File: src/rtl/bcd_pkg.sv
// Shared definitions for the sequential binary-to-BCD converter:
// FSM encoding plus elaboration-time helpers for digit sizing and the saturation pattern.
package bcd_pkg;

   typedef enum logic [1:0] {
      ST_IDLE  = 2'd0,
      ST_SHIFT = 2'd1,
      ST_DONE  = 2'd2
   } state_t;

   // ceil(bin_w * log10(2)) in fixed point; exact for every width up to 32
   function automatic int digits_needed(input int bin_w);
      return (bin_w * 30103 + 99999) / 100000;
   endfunction

   // Up to ten BCD nines; callers keep the low 4*DIGITS bits
   function automatic logic [39:0] all_nines(input int digits);
      logic [39:0] r;
      r = '0;
      for (int i = 0; i < 10; i++) begin
         if (i < digits) r[4*i +: 4] = 4'd9;
      end
      return r;
   endfunction

endpackage

File: src/rtl/bin2bcd_seq_if.sv
// Request/result bundle between a display controller and the BCD converter.
interface bin2bcd_seq_if #(
   parameter int BIN_W  = 13,
   parameter int DIGITS = 4
);
   logic                  start;
   logic [BIN_W-1:0]      bin_in;
   logic                  busy;
   logic                  done;
   logic [4*DIGITS-1:0]   bcd_out;
   logic                  neg;
   logic                  overflow;
   logic [DIGITS-1:0]     blank_mask;

   modport master (
      output start, bin_in,
      input  busy, done, bcd_out, neg, overflow, blank_mask
   );

   modport slave (
      input  start, bin_in,
      output busy, done, bcd_out, neg, overflow, blank_mask
   );
endinterface

File: src/rtl/bcd_dabble_step.sv
// One double-dabble iteration: add 3 to every digit above 4, then shift left
// taking msb_in at the bottom; carry_out is the bit pushed out of the top digit.
module bcd_dabble_step #(
   parameter int DIGITS = 4
) (
   input  logic [4*DIGITS-1:0] digits_in,
   input  logic                msb_in,
   output logic [4*DIGITS-1:0] digits_out,
   output logic                carry_out
);

   logic [4*DIGITS-1:0] adj;

   always_comb begin
      adj = '0;
      for (int i = 0; i < DIGITS; i++) begin
         if (digits_in[4*i +: 4] > 4'd4)
            adj[4*i +: 4] = digits_in[4*i +: 4] + 4'd3;
         else
            adj[4*i +: 4] = digits_in[4*i +: 4];
      end
      {carry_out, digits_out} = {adj, msb_in};
   end

endmodule

File: src/rtl/bin2bcd_seq.sv
// Sequential shift-and-add-3 converter with start/done handshake, optional signed input,
// saturation to all nines on overflow and leading-zero blanking for the display driver.
module bin2bcd_seq
   import bcd_pkg::*;
#(
   parameter int BIN_W       = 13,
   parameter int DIGITS      = 4,
   parameter int SIGNED_MODE = 0
) (
   input logic              clk,
   input logic              reset,
   bin2bcd_seq_if.slave     bus
);

   localparam int                  CNT_W     = $clog2(BIN_W + 1);
   localparam bit                  CAN_OVF   = (DIGITS < digits_needed(BIN_W));
   localparam logic [39:0]         NINES_ALL = all_nines(DIGITS);
   localparam logic [4*DIGITS-1:0] NINES     = NINES_ALL[4*DIGITS-1:0];
   localparam logic [DIGITS-1:0]   BLANK_RST = {DIGITS{1'b1}} << 1;

   state_t              state;
   logic [BIN_W-1:0]    mag;
   logic                sign;
   logic [4*DIGITS-1:0] scratch;
   logic                ovf_sticky;
   logic [CNT_W-1:0]    cnt;

   logic                accept;
   logic [BIN_W-1:0]    mag_in;
   logic [4*DIGITS-1:0] step_dig;
   logic                step_carry;
   logic [4*DIGITS-1:0] result;
   logic [DIGITS-1:0]   result_blank;
   logic                zero_run;

   // busy is low exactly when the FSM is outside SHIFT, so accept follows it
   assign accept = bus.start && (state != ST_SHIFT);

   // Two's-complement negate; the most negative value maps to 2^(BIN_W-1) unsigned
   always_comb begin
      if ((SIGNED_MODE != 0) && bus.bin_in[BIN_W-1])
         mag_in = ~bus.bin_in + BIN_W'(1);
      else
         mag_in = bus.bin_in;
   end

   bcd_dabble_step #(.DIGITS(DIGITS)) u_step (
      .digits_in  (scratch),
      .msb_in     (mag[BIN_W-1]),
      .digits_out (step_dig),
      .carry_out  (step_carry)
   );

   assign result = ovf_sticky ? NINES : scratch;

   always_comb begin
      zero_run     = 1'b1;
      result_blank = '0;
      for (int i = DIGITS - 1; i >= 0; i--) begin
         zero_run        = zero_run & (result[4*i +: 4] == 4'd0);
         result_blank[i] = zero_run;
      end
      result_blank[0] = 1'b0;
   end

   always_ff @(posedge clk or posedge reset) begin
      if (reset) begin
         state          <= ST_IDLE;
         mag            <= '0;
         sign           <= 1'b0;
         scratch        <= '0;
         ovf_sticky     <= 1'b0;
         cnt            <= '0;
         bus.busy       <= 1'b0;
         bus.done       <= 1'b0;
         bus.bcd_out    <= '0;
         bus.neg        <= 1'b0;
         bus.overflow   <= 1'b0;
         bus.blank_mask <= BLANK_RST;
      end else begin
         bus.done <= 1'b0;
         case (state)
            ST_SHIFT: begin
               scratch <= step_dig;
               mag     <= {mag[BIN_W-2:0], 1'b0};
               if (CAN_OVF && step_carry) ovf_sticky <= 1'b1;
               cnt <= cnt - CNT_W'(1);
               if (cnt == CNT_W'(1)) begin
                  state    <= ST_DONE;
                  bus.busy <= 1'b0;
               end
            end
            ST_DONE: begin
               bus.done       <= 1'b1;
               bus.bcd_out    <= result;
               bus.neg        <= sign;
               bus.overflow   <= ovf_sticky;
               bus.blank_mask <= result_blank;
               state          <= ST_IDLE;
            end
            default: ;
         endcase
         // A start in the DONE cycle overrides the return to IDLE for back-to-back use
         if (accept) begin
            state      <= ST_SHIFT;
            mag        <= mag_in;
            sign       <= (SIGNED_MODE != 0) && bus.bin_in[BIN_W-1];
            scratch    <= '0;
            ovf_sticky <= 1'b0;
            cnt        <= CNT_W'(BIN_W);
            bus.busy   <= 1'b1;
         end
      end
   end

endmodule

File: src/flat_wrapper.sv
// flat-port wrapper written by rule: the top's interface ports become plain ports
module bin2bcd_seq_flat import bcd_pkg::*;
#(
   parameter int BIN_W       = 13,
   parameter int DIGITS      = 4,
   parameter int SIGNED_MODE = 0
)
  (clk, reset, bus_start, bus_bin_in, bus_busy, bus_done, bus_bcd_out, bus_neg, bus_overflow, bus_blank_mask);
  bin2bcd_seq_if #(.BIN_W(BIN_W), .DIGITS(DIGITS)) bus_i ();
  input logic clk;
  input logic reset;
  input wire logic [$bits(bus_i.start)-1:0] bus_start;
  input wire logic [$bits(bus_i.bin_in)-1:0] bus_bin_in;
  output wire logic [$bits(bus_i.busy)-1:0] bus_busy;
  output wire logic [$bits(bus_i.done)-1:0] bus_done;
  output wire logic [$bits(bus_i.bcd_out)-1:0] bus_bcd_out;
  output wire logic [$bits(bus_i.neg)-1:0] bus_neg;
  output wire logic [$bits(bus_i.overflow)-1:0] bus_overflow;
  output wire logic [$bits(bus_i.blank_mask)-1:0] bus_blank_mask;
  assign bus_i.start = bus_start;
  assign bus_i.bin_in = bus_bin_in;
  assign bus_busy = bus_i.busy;
  assign bus_done = bus_i.done;
  assign bus_bcd_out = bus_i.bcd_out;
  assign bus_neg = bus_i.neg;
  assign bus_overflow = bus_i.overflow;
  assign bus_blank_mask = bus_i.blank_mask;
  bin2bcd_seq #(.BIN_W(BIN_W), .DIGITS(DIGITS), .SIGNED_MODE(SIGNED_MODE)) u_core (.clk(clk), .reset(reset), .bus(bus_i));
endmodule
File: config.mk
export PLATFORM = sky130hd
export DESIGN_NAME = bin2bcd_seq_flat
export DESIGN_NICKNAME = d
export VERILOG_FILES = /design/src/rtl/bcd_pkg.sv /design/src/rtl/bin2bcd_seq_if.sv /design/src/rtl/bcd_dabble_step.sv /design/src/rtl/bin2bcd_seq.sv /design/src/flat_wrapper.sv
export SDC_FILE = /design/constraint.sdc
export NUM_CORES = 1
export LEC_CHECK = 0
export ABC_CLOCK_PERIOD_IN_PS = 1920
export CORE_UTILIZATION = 49
export DETAILED_ROUTE_END_ITERATION = 10
export PLACE_DENSITY_LB_ADDON = 0.05
export SLEW_MARGIN = 20
export SYNTH_ARGS = -nofsm -noshare
export SYNTH_HDL_FRONTEND = slang
export SYNTH_SLANG_ARGS = --single-unit
File: constraint.sdc
create_clock -name clk -period 1.92 [get_ports clk]
set_clock_uncertainty 0.15 [all_clocks]
set_input_delay 0.384 -clock clk [delete_from_list [all_inputs] [get_ports clk]]
set_output_delay 0.384 -clock clk [all_outputs]
set_load 0.05 [all_outputs]
==> flow_summary.ini, run 1 <==
[setup_path]
critical-path-max-stage-delay_ns = 0.43
path_buf_inv = 1
endpoint_kind = flop
crit_type = flop to flop
crit_path_start_kind = flop
critPathTopFamily = flip-flops
path_max_fanout = 6
required_ns = 1.97
crit_chain = inv_1 -> ha_1 -> nor2b_1 -> or3_1 -> a31o_1
slowest_stage = dfrtp_1
cp.arrival_ns = 1.74

[global_routing]
grt_use_total_pct = 18.04
overflow = 0
antenna_found_initial = 0
grt_max_degree = 57
grt_first_pass_wirelength_um = 8514
grt_pass1_vias = 1830

[cts]
root_buffer = clkbuf_8
hold_buffers = 0
cts-resized-gates = 0
cts_tree = done
clk_latency_ns = 0.30
cts_sinks = 56
numCtsBuffers = 5
cts.clk_slew.worst_paths_ns = 0.09
cts_buffer_depth = 2
cts_setup_buffers = 0
htree_num_levels = 2

[pwr]
finalPower_mw = 4.400
power_density_nw_per_um2 = 1357
vdd_drop_max_mv = 0.7352
cellLeakagePower_nw = 1.506

[finish]
nFillCells = 456
area_delta_synth_final_pct = 19.89
post-route-cell-area_um2 = 3243
num_antenna_cells = 0
num-nets-final = 306
drive_gt1_share_pct = 24.38
multi_input_area_um2 = 1149
regArea_um2 = 1405

[placed_design]
gp_congestion = 0.7776
dp_hpwl_um = 3231
port_buffers = 36
place_area_um2 = 3153

[detailed_routing]
dr.pass1.iters = 4
drt_iter0_markers = 97
drtAntennaViolNets = 0
route.detailed.drc = 0
vias = 1882
wl_per_cell_um = 13.44
routed_wl_um = 4746
via_per_inst = 5.331

[sta]
setup_tns_ns = 0
period_needed_ns = 1.693
finalHoldViolations = 0
rsz0062_at_grt = no
fin_crit_sh_pct = 88.17
max_freq_ghz = 0.5907
setup_viol_count_final = 0
fin_hold_ws_ns = 0.3127
drv_slew = 0

[yosys]
synth_commonest_cells = dfrtp_1, o21ai_0, nand2_1, mux2_2, inv_1
syn_inst = 245
syn_area_um2 = 2705
ys_ff_latch = 56
ys_warn_count = 0
yosys.area.top_type = dfrtp_1
ys.flop_type = dfrtp_1
synth_edf_count = 0
synth_top_area_share_pct = 49.03
synth_cell_type_count = 37
async_reset_ff_share_pct = 100.0
seq_area_frac_synth_pct = 51.94
yosysMostFrequentCell = dfrtp_1
synth_area_leaders = dfrtp_1, mux2_2, o21ai_0
avgSynthCellArea_um2 = 11.04

[floorplanning]
rows = 26
start_util_pct = 51.97
dieArea_um2 = 5822
die_h_um = 76.30
core_um2 = 5205
pin_count = 40
die_w_um = 76.30

[flow_run]
cap_violations = 0

[hold_path]
hp-class = input pin to async pin

[outcome]
status = completed
## registers in the layout (all words and copies together) (netlist names)
name	count
u_core.bus.bcd_out	16
u_core.bus.done	1
u_core.mag	13
u_core.bus.blank_mask	3
u_core.state	2
u_core.scratch	16
u_core.cnt	4
u_core.bus.busy	1
## tightest hold or removal path: stages
cell and delay (ns):
clkdlybuf4s50_1 0.42, inv_2 0.08, buf_12 0.27
## metrics by stage
step / util, % / setup WS [ns] / cells
CTS: 62.31 / 0.2289 / 353
floorplan: - / 0.01968 / 247
global route: 62.31 / 0.07094 / 353
global placement: 60.58 / 0.1248 / 345
finish: 62.31 / 0.2271 / 353
detailed placement: 60.58 / 0.08107 / 345
## where the power goes
group / internal (mW) / switching (mW) / total (mW)
combinational: 0.814 / 1.13 / 1.95
sequential: 1.55 / 0.252 / 1.80
clock: 0.295 / 0.357 / 0.652
## cells by family after synthesis
family,after synthesis,synth area share (%)
compound gates,51,11.56
simple gates,66,14.43
mux,31,12.26
flops,56,51.94
buf+inv,32,5.967
fa+ha+maj,8,3.700
other cells,1,0.1386
## cell usage in the layout, fill, tap and decap left out
cell type	n
nand3_1	7
nand2b_1	3
o31ai_1	2
nand2_1	18
buf_12	7
clkbuf_1	2
mux2_2	17
o311ai_0	2
ha_2	1
dfrtp_1	53
nor2_1	4
nor3_1	5
nor2b_4	3
dfstp_2	3
a31oi_1	2
a31o_1	2
o311ai_1	1
or3b_4	1
a21oi_2	1
inv_1	15
or2_2	1
o21ai_0	31
inv_2	2
nand4_1	2
a2bb2oi_1	1
and4bb_2	1
or4_1	3
nor2b_1	1
or3_1	9
ha_1	7
clkdlybuf4s50_1	15
buf_4	21
a32o_1	1
clkbuf_8	6
a31o_2	5
a21oi_1	3
mux2i_1	14
nor3b_1	8
conb_1	3
## worst paths after layout
kind / start / endpoint / slack (ns) / depth (start not counted)
max in group asynchronous: reset / u_core.bus.blank_mask[3] / 1.03 / 3
min reg2reg: u_core.mag[1] / u_core.mag[2] / 0.34 / 2
max reg2reg: u_core.scratch[8] / u_core.scratch[9] / 0.23 / 5
min in group clk: u_core.mag[1] / u_core.mag[2] / 0.34 / 2
min: reset / u_core.bus.bcd_out[4] / 0.31 / 3
max: u_core.scratch[8] / u_core.scratch[9] / 0.23 / 5
## metal layers
metal | up-vias | GRT usage, % | wire length (um)
met5 | - | 0 | 0
met4 | 0 | 6.923 | 27
met3 | 2 | 2.874 | 180
met2 | 39 | 27.39 | 2067
met1 | 909 | 25.97 | 2470
li1 | 932 | - | -
## cell type report
type	instances	area share, %
Sequential cell	56	43.33
Tap cell	70	2.701
Timing Repair Buffer	43	13.81
Multi-Input combinational cell	159	35.42
Inverter	17	1.968
Clock buffer	8	2.778
Note: power is estimated with default switching activity, not from simulation.
==> run 2, diff against run 1 <==
- SLEW_MARGIN: 20 -> unset
==> results of run 2 <==
No change in the layout: final DEF, timing and power equal those of run 1.
